File: src/rtl/i2c_pkg.sv
// Shared I2C definitions: byte width and the word packer state encoding.
// Also used by the receive stage so both sides agree on the byte width.
package i2c_pkg;

   localparam int I2C_BYTE_W = 8;

   typedef enum logic [1:0] {
      PK_IDLE = 2'd0,
      PK_ACC  = 2'd1,
      PK_FULL = 2'd2
   } pk_state_e;

endpackage

File: src/rtl/i2c_rx_word_packer_if.sv
// Packed-word output bus of the I2C receive word packer.
// The producer (master) drives the word, and the consumer (slave) returns ready.
interface i2c_rx_word_packer_if
   import i2c_pkg::*;
#(
   parameter int WORD_BYTES = 4
) ();

   localparam int W = I2C_BYTE_W * WORD_BYTES;

   logic [W-1:0]          word_data;
   logic [WORD_BYTES-1:0] word_keep;
   logic                  word_last;
   logic                  word_valid;
   logic                  word_ready;

   modport master (
      output word_data,
      output word_keep,
      output word_last,
      output word_valid,
      input  word_ready
   );

   modport slave (
      input  word_data,
      input  word_keep,
      input  word_last,
      input  word_valid,
      output word_ready
   );

endinterface

File: src/rtl/i2c_strobe_det.sv
// Rising-edge detector on a valid level: one-cycle strobe per low-to-high transition.
// The strobe is asserted during the first cycle in which the level is high.
module i2c_strobe_det (
   input  logic clk,
   input  logic rst_n,
   input  logic valid_in,
   output logic strobe
);

   logic valid_d;
   logic valid_q;

   always_comb begin
      valid_d = valid_in;
   end

   always_ff @(posedge clk or negedge rst_n) begin
      if (!rst_n) begin
         valid_q <= 1'b0;
      end else begin
         valid_q <= valid_d;
      end
   end

   assign strobe = valid_in & ~valid_q;

endmodule

File: src/rtl/i2c_rx_word_packer.sv
// Packs the I2C receive byte stream into WORD_BYTES-wide words, first byte in the top lane.
// A single output register is backed by one complete word parked in the accumulator.
module i2c_rx_word_packer
   import i2c_pkg::*;
#(
   parameter int WORD_BYTES = 4
) (
   input  logic                  clk,
   input  logic                  rst_n,
   input  logic                  rx_start,
   input  logic [I2C_BYTE_W-1:0] rx_data,
   input  logic                  rx_valid,
   input  logic                  rx_last,
   i2c_rx_word_packer_if.master  word_if,
   output logic                  overflow,
   input  logic                  clr_overflow,
   output logic                  busy
);

   localparam int W     = I2C_BYTE_W * WORD_BYTES;
   localparam int IDX_W = (WORD_BYTES > 2) ? $clog2(WORD_BYTES) : 1;

   pk_state_e             state_q, state_d;
   logic [W-1:0]          acc_q, acc_d;
   logic [WORD_BYTES-1:0] keep_q, keep_d;
   logic [IDX_W-1:0]      idx_q, idx_d;
   logic                  last_q, last_d;
   logic [W-1:0]          out_data_q, out_data_d;
   logic [WORD_BYTES-1:0] out_keep_q, out_keep_d;
   logic                  out_last_q, out_last_d;
   logic                  out_valid_q, out_valid_d;
   logic                  overflow_q, overflow_d;

   logic                  strobe;
   logic                  out_free;
   logic                  complete;
   logic [W-1:0]          base_acc, new_acc;
   logic [WORD_BYTES-1:0] base_keep, new_keep;
   logic [IDX_W-1:0]      base_idx;

   i2c_strobe_det u_strobe_det (
      .clk      (clk),
      .rst_n    (rst_n),
      .valid_in (rx_valid),
      .strobe   (strobe)
   );

   assign out_free = ~out_valid_q | word_if.word_ready;

   always_comb begin
      state_d     = state_q;
      acc_d       = acc_q;
      keep_d      = keep_q;
      idx_d       = idx_q;
      last_d      = last_q;
      out_data_d  = out_data_q;
      out_keep_d  = out_keep_q;
      out_last_d  = out_last_q;
      out_valid_d = out_valid_q & ~word_if.word_ready;
      overflow_d  = overflow_q & ~clr_overflow;

      // A restart while accumulating discards the partial word before the new byte lands.
      base_acc  = acc_q;
      base_keep = keep_q;
      base_idx  = idx_q;
      if (state_q == PK_ACC && rx_start) begin
         base_acc  = '0;
         base_keep = '0;
         base_idx  = '0;
      end

      new_acc  = base_acc;
      new_keep = base_keep;
      for (int i = 0; i < WORD_BYTES; i++) begin
         if (base_idx == IDX_W'(i)) begin
            new_acc[W-1-I2C_BYTE_W*i -: I2C_BYTE_W] = rx_data;
            new_keep[WORD_BYTES-1-i]                = 1'b1;
         end
      end
      complete = (base_idx == IDX_W'(WORD_BYTES - 1)) | rx_last;

      case (state_q)
         PK_IDLE, PK_ACC: begin
            acc_d  = base_acc;
            keep_d = base_keep;
            idx_d  = base_idx;
            if (state_q == PK_ACC && rx_start) begin
               state_d = PK_IDLE;
            end
            if (strobe) begin
               if (complete && out_free) begin
                  out_data_d  = new_acc;
                  out_keep_d  = new_keep;
                  out_last_d  = rx_last;
                  out_valid_d = 1'b1;
                  acc_d       = '0;
                  keep_d      = '0;
                  idx_d       = '0;
                  last_d      = 1'b0;
                  state_d     = PK_IDLE;
               end else if (complete) begin
                  acc_d   = new_acc;
                  keep_d  = new_keep;
                  idx_d   = '0;
                  last_d  = rx_last;
                  state_d = PK_FULL;
               end else begin
                  acc_d   = new_acc;
                  keep_d  = new_keep;
                  idx_d   = base_idx + 1'b1;
                  state_d = PK_ACC;
               end
            end
         end
         PK_FULL: begin
            if (strobe) begin
               overflow_d = 1'b1;
            end
            if (out_free) begin
               out_data_d  = acc_q;
               out_keep_d  = keep_q;
               out_last_d  = last_q;
               out_valid_d = 1'b1;
               acc_d       = '0;
               keep_d      = '0;
               idx_d       = '0;
               last_d      = 1'b0;
               state_d     = PK_IDLE;
            end
         end
         default: begin
            state_d = PK_IDLE;
         end
      endcase
   end

   always_ff @(posedge clk or negedge rst_n) begin
      if (!rst_n) begin
         state_q     <= PK_IDLE;
         acc_q       <= '0;
         keep_q      <= '0;
         idx_q       <= '0;
         last_q      <= 1'b0;
         out_data_q  <= '0;
         out_keep_q  <= '0;
         out_last_q  <= 1'b0;
         out_valid_q <= 1'b0;
         overflow_q  <= 1'b0;
      end else begin
         state_q     <= state_d;
         acc_q       <= acc_d;
         keep_q      <= keep_d;
         idx_q       <= idx_d;
         last_q      <= last_d;
         out_data_q  <= out_data_d;
         out_keep_q  <= out_keep_d;
         out_last_q  <= out_last_d;
         out_valid_q <= out_valid_d;
         overflow_q  <= overflow_d;
      end
   end

   assign word_if.word_data  = out_data_q;
   assign word_if.word_keep  = out_keep_q;
   assign word_if.word_last  = out_last_q;
   assign word_if.word_valid = out_valid_q;
   assign overflow           = overflow_q;
   assign busy               = (state_q != PK_IDLE) | out_valid_q;

endmodule
File: src/flat_wrapper.sv
// flat-port wrapper written by rule: the top's interface ports become plain ports
module i2c_rx_word_packer_flat import i2c_pkg::*;
#(
   parameter int WORD_BYTES = 4
)
  (clk, rst_n, rx_start, rx_data, rx_valid, rx_last, overflow, clr_overflow, busy, word_if_word_data, word_if_word_keep, word_if_word_last, word_if_word_valid, word_if_word_ready);
  i2c_rx_word_packer_if #(.WORD_BYTES(WORD_BYTES)) word_if_i ();
  input  logic clk;
  input  logic rst_n;
  input  logic rx_start;
  input  logic [I2C_BYTE_W-1:0] rx_data;
  input  logic rx_valid;
  input  logic rx_last;
  output logic overflow;
  input  logic clr_overflow;
  output logic busy;
  output wire logic [$bits(word_if_i.word_data)-1:0] word_if_word_data;
  output wire logic [$bits(word_if_i.word_keep)-1:0] word_if_word_keep;
  output wire logic [$bits(word_if_i.word_last)-1:0] word_if_word_last;
  output wire logic [$bits(word_if_i.word_valid)-1:0] word_if_word_valid;
  input wire logic [$bits(word_if_i.word_ready)-1:0] word_if_word_ready;
  assign word_if_word_data = word_if_i.word_data;
  assign word_if_word_keep = word_if_i.word_keep;
  assign word_if_word_last = word_if_i.word_last;
  assign word_if_word_valid = word_if_i.word_valid;
  assign word_if_i.word_ready = word_if_word_ready;
  i2c_rx_word_packer #(.WORD_BYTES(WORD_BYTES)) u_core (.clk(clk), .rst_n(rst_n), .rx_start(rx_start), .rx_data(rx_data), .rx_valid(rx_valid), .rx_last(rx_last), .word_if(word_if_i), .overflow(overflow), .clr_overflow(clr_overflow), .busy(busy));
endmodule
File: config.mk
export PLATFORM = sky130hd
export DESIGN_NAME = i2c_rx_word_packer_flat
export DESIGN_NICKNAME = d
export VERILOG_FILES = /design/src/rtl/i2c_pkg.sv /design/src/rtl/i2c_rx_word_packer_if.sv /design/src/rtl/i2c_strobe_det.sv /design/src/rtl/i2c_rx_word_packer.sv /design/src/flat_wrapper.sv
export SDC_FILE = /design/constraint.sdc
export NUM_CORES = 1
export LEC_CHECK = 0
export CAP_MARGIN = 20
export CORE_ASPECT_RATIO = 0.7
export CORE_UTILIZATION = 49
export DETAILED_ROUTE_END_ITERATION = 6
export HOLD_SLACK_MARGIN = 0.08
export PLACE_DENSITY = 0.77
export SYNTH_ARGS = -nofsm -noshare
export SYNTH_HDL_FRONTEND = slang
export SYNTH_SLANG_ARGS = --single-unit
export TNS_END_PERCENT = 20
File: constraint.sdc
create_clock -name clk -period 1.75 [get_ports clk]
set_input_delay 0.2625 -clock clk [delete_from_list [all_inputs] [get_ports clk]]
set_output_delay 0.2625 -clock clk [all_outputs]
set_load 0.01 [all_outputs]
==> results.sh <==
export IMPL_ys_seq_elements=81
export IMPL_grt_use_total=0.273
export IMPL_netlist_area_mm2=0.00375
export IMPL_cts_reportedPaths_clkPinSlew_ps=80
export IMPL_cts_tree="yes"
export IMPL_finalHoldViolations=0
export IMPL_io_buffers=54
export IMPL_p_leak_uw=0.00241
export IMPL_antenna_cells=0
export IMPL_final_setup_viol_count=65
export IMPL_die_y_um=75.2
export IMPL_fp_row_count=26
export IMPL_final_antenna_net_count=0
export IMPL_max_freq_ghz=0.526
export IMPL_crit_type="flop to flop"
export IMPL_ios=55
export IMPL_root_buffer="clkbuf_8"
export IMPL_wl_per_cell_um=20.0
export IMPL_crit_family="simple AND/OR/NAND/NOR gates"
export IMPL_endpoint_kind="flop"
export IMPL_grt_pass1_vias=2972
export IMPL_synth_commonest_cells="dfrtp_1 (81), mux2_2 (35), o2bb2ai_1 (33)"
export IMPL_finalCritPeriodShare=1.09
export IMPL_drt_iter0_drc=369
export IMPL_hold_path_class="input pin to async pin"
export IMPL_fin_skew_ps=7.67
export IMPL_cp_max_fo=11
export IMPL_synth_flop_cell="dfrtp_1"
export IMPL_clk_latency_ps=350
export IMPL_overflow=0
export IMPL_synthTopCellsByArea="dfrtp_1 (54%), mux2_2 (11%), o2bb2ai_1 (7.7%)"
export IMPL_antenna_found_initial=0
export IMPL_clock_sinks=81
export IMPL_netlist_area_leader_share=0.541
export IMPL_postSynthAreaPerCell_um2=12.1
export IMPL_first_pass_iters=5
export IMPL_cp_buffers_inverters=2
export IMPL_critPathRequiredTime_ps=1990
export IMPL_grt_pass1_wl_um=16200
export IMPL_place_inst=503
export IMPL_cap_violations=0
export IMPL_cp_data_arrival_time_ps=2140
export IMPL_power_density_mw_per_mm2=964
export IMPL_ys_warn_count=0
export IMPL_slowest_delay_ps=440
export IMPL_cts_max_level=3
export IMPL_synth_cell_types=44
export IMPL_rsz0062_at_grt="true"
export IMPL_vias=3144
export IMPL_vdd_drop_max_mv=0.746
export IMPL_fin_util=0.716
export IMPL_synth_top_cell_by_area="dfrtp_1"
export IMPL_num_nets_final=440
export IMPL_area_growth_pct=40.4
export IMPL_post_route_min_period_ps=1900
export IMPL_core_mm2=0.00735
export IMPL_drt_total_wl_um=10600
export IMPL_violations="negative setup slack"
export IMPL_gp_congestion=0.897
export IMPL_fin_ws_ps=-150
export IMPL_async_flop_share=1.00
export IMPL_synth_seq_area_share=0.541
export IMPL_final_max_slew_viol_count=0
export IMPL_place_ws_ps=-404
export IMPL_layout_drive_gt1_share=0.340
export IMPL_total_power_uw=5070
export IMPL_netlist_instances=309
export IMPL_drc=0
export IMPL_status="finished, violations left"
export IMPL_final_cells=528
export IMPL_cp_start_kind="flop"
export IMPL_post_drt_via_cell_ratio=5.95
export IMPL_path_cells="or3b_4 -> a22oi_2 -> buf_6 -> buf_12 -> mux2_2"
export IMPL_clk_path_buf_depth=2
export IMPL_maxSlewHeadroom=0.545
export IMPL_fp_dieArea_mm2=0.00801
export IMPL_synth_enable_flop_cells=0
export IMPL_chipWidth_um=107
export IMPL_cts_inserted_buffers=9
export IMPL_synth_nets=324
export IMPL_initial_core_util=0.510
export IMPL_dp_final_hpwl_um=7030
export IMPL_grt_max_degree=61
export IMPL_yosysMostFrequentCell="dfrtp_1"
export IMPL_cp_slowest_cell="or3b_4"
export IMPL_tightestPinTransition_ps=678
## sequential cells by signal (all words and copies together) (netlist names)
register and count:
u_core.acc_q 32, u_core.word_if.word_data 32, u_core.keep_q 4, u_core.word_if.word_keep 4, u_core.idx_q 2, u_core.state_q 2, u_core.last_q 1, u_core.overflow 1
u_core.u_strobe_det.valid_q 1, u_core.word_if.word_last 1, u_core.word_if.word_valid 1
## power breakdown
group / switching [uW] / internal (uW)
clock network: 678 / 550
logic: 686 / 857
registers: 167 / 2140
## repair_timing
item / 4_1_cts / 5_1_grt
endpoints found under the setup margin: 72 / 76
buffers inserted: 4 / 2
hold buffers: 1 / 0
cloned: 2 / 1
pin swaps: 3 / 4
gates resized for setup: 26 / 24
hold endpoints to repair: 21 / 0
## metal layers
| metal | GRT usage | share of wire | vias to the layer above |
|---|---|---|---|
| li1 | - | - | 1397 |
| met1 | 0.409 | 0.47 | 1571 |
| met2 | 0.393 | 0.43 | 156 |
| met3 | 0.0649 | 0.079 | 20 |
| met4 | 0.0837 | 0.014 | 0 |
| met5 | 0 | 0 | - |
## worst paths after layout
kind / depth (start not counted) / to / slack, ps / start
worst max register to register: 5 / u_core.word_if.word_data[19] / -150 / u_core.state_q[1]
worst min register to register: 1 / u_core.word_if.word_last / 500 / u_core.word_if.word_last
min in group clk: 2 / u_core.overflow / 490 / clr_overflow
worst min-delay path: 2 / u_core.idx_q[0] / 360 / rst_n
max in group asynchronous: 3 / u_core.acc_q[30] / 790 / rst_n
worst max-delay path: 5 / u_core.word_if.word_data[19] / -150 / u_core.state_q[1]
## stage by stage
step                setup TNS, ps  cell area (um^2)  hold slack, ps
detailed placement         -27450              4800             178
global placement           -26550              4800             173
global route               -10460              5260             378
floorplan                       0              3750           -33.1
CTS                         -1790              5140             341
finish                      -5480              5260             356
## placed cells by master, fill, tap and decap left out, types with 7 or more instances in the layout
cell type,synthesis,final
dfrtp_1,81,81
buf_4,4,56
clkdlybuf4s50_1,0,52
nand2_1,28,28
o2bb2ai_1,33,28
a22o_1,24,24
mux2_2,35,20
mux2_4,0,15
nand3_1,10,10
clkbuf_8,0,10
a21oi_1,10,9
a22oi_1,9,9
buf_6,2,8
nor2_1,9,7
## worst register-to-register path, stage by stage, from the launching register on
cell and delay [ps]:
dfrtp_1 430, or3b_4 440, a22oi_2 260, buf_6 170, buf_12 150, mux2_2 340
## final cells by class
cell class / count / area [um^2]
fillers: 538 / 2090
inverters: 2 / 7.51
multi-input cells: 207 / 1750
flip-flops and latches: 81 / 2030
clock buffers: 11 / 141
well taps: 98 / 123
repair buffers: 124 / 1180
clock inverters: 5 / 31.3
## cell families after synthesis
logic type,count (synthesis),synth area share
AO/OA/AOI/OAI,102,0.226
flip-flops,81,0.541
buffers and inverters,21,0.0321
multiplexers,38,0.114
AND/OR/NAND/NOR,67,0.0871
Power figures use the tool's default switching activity.
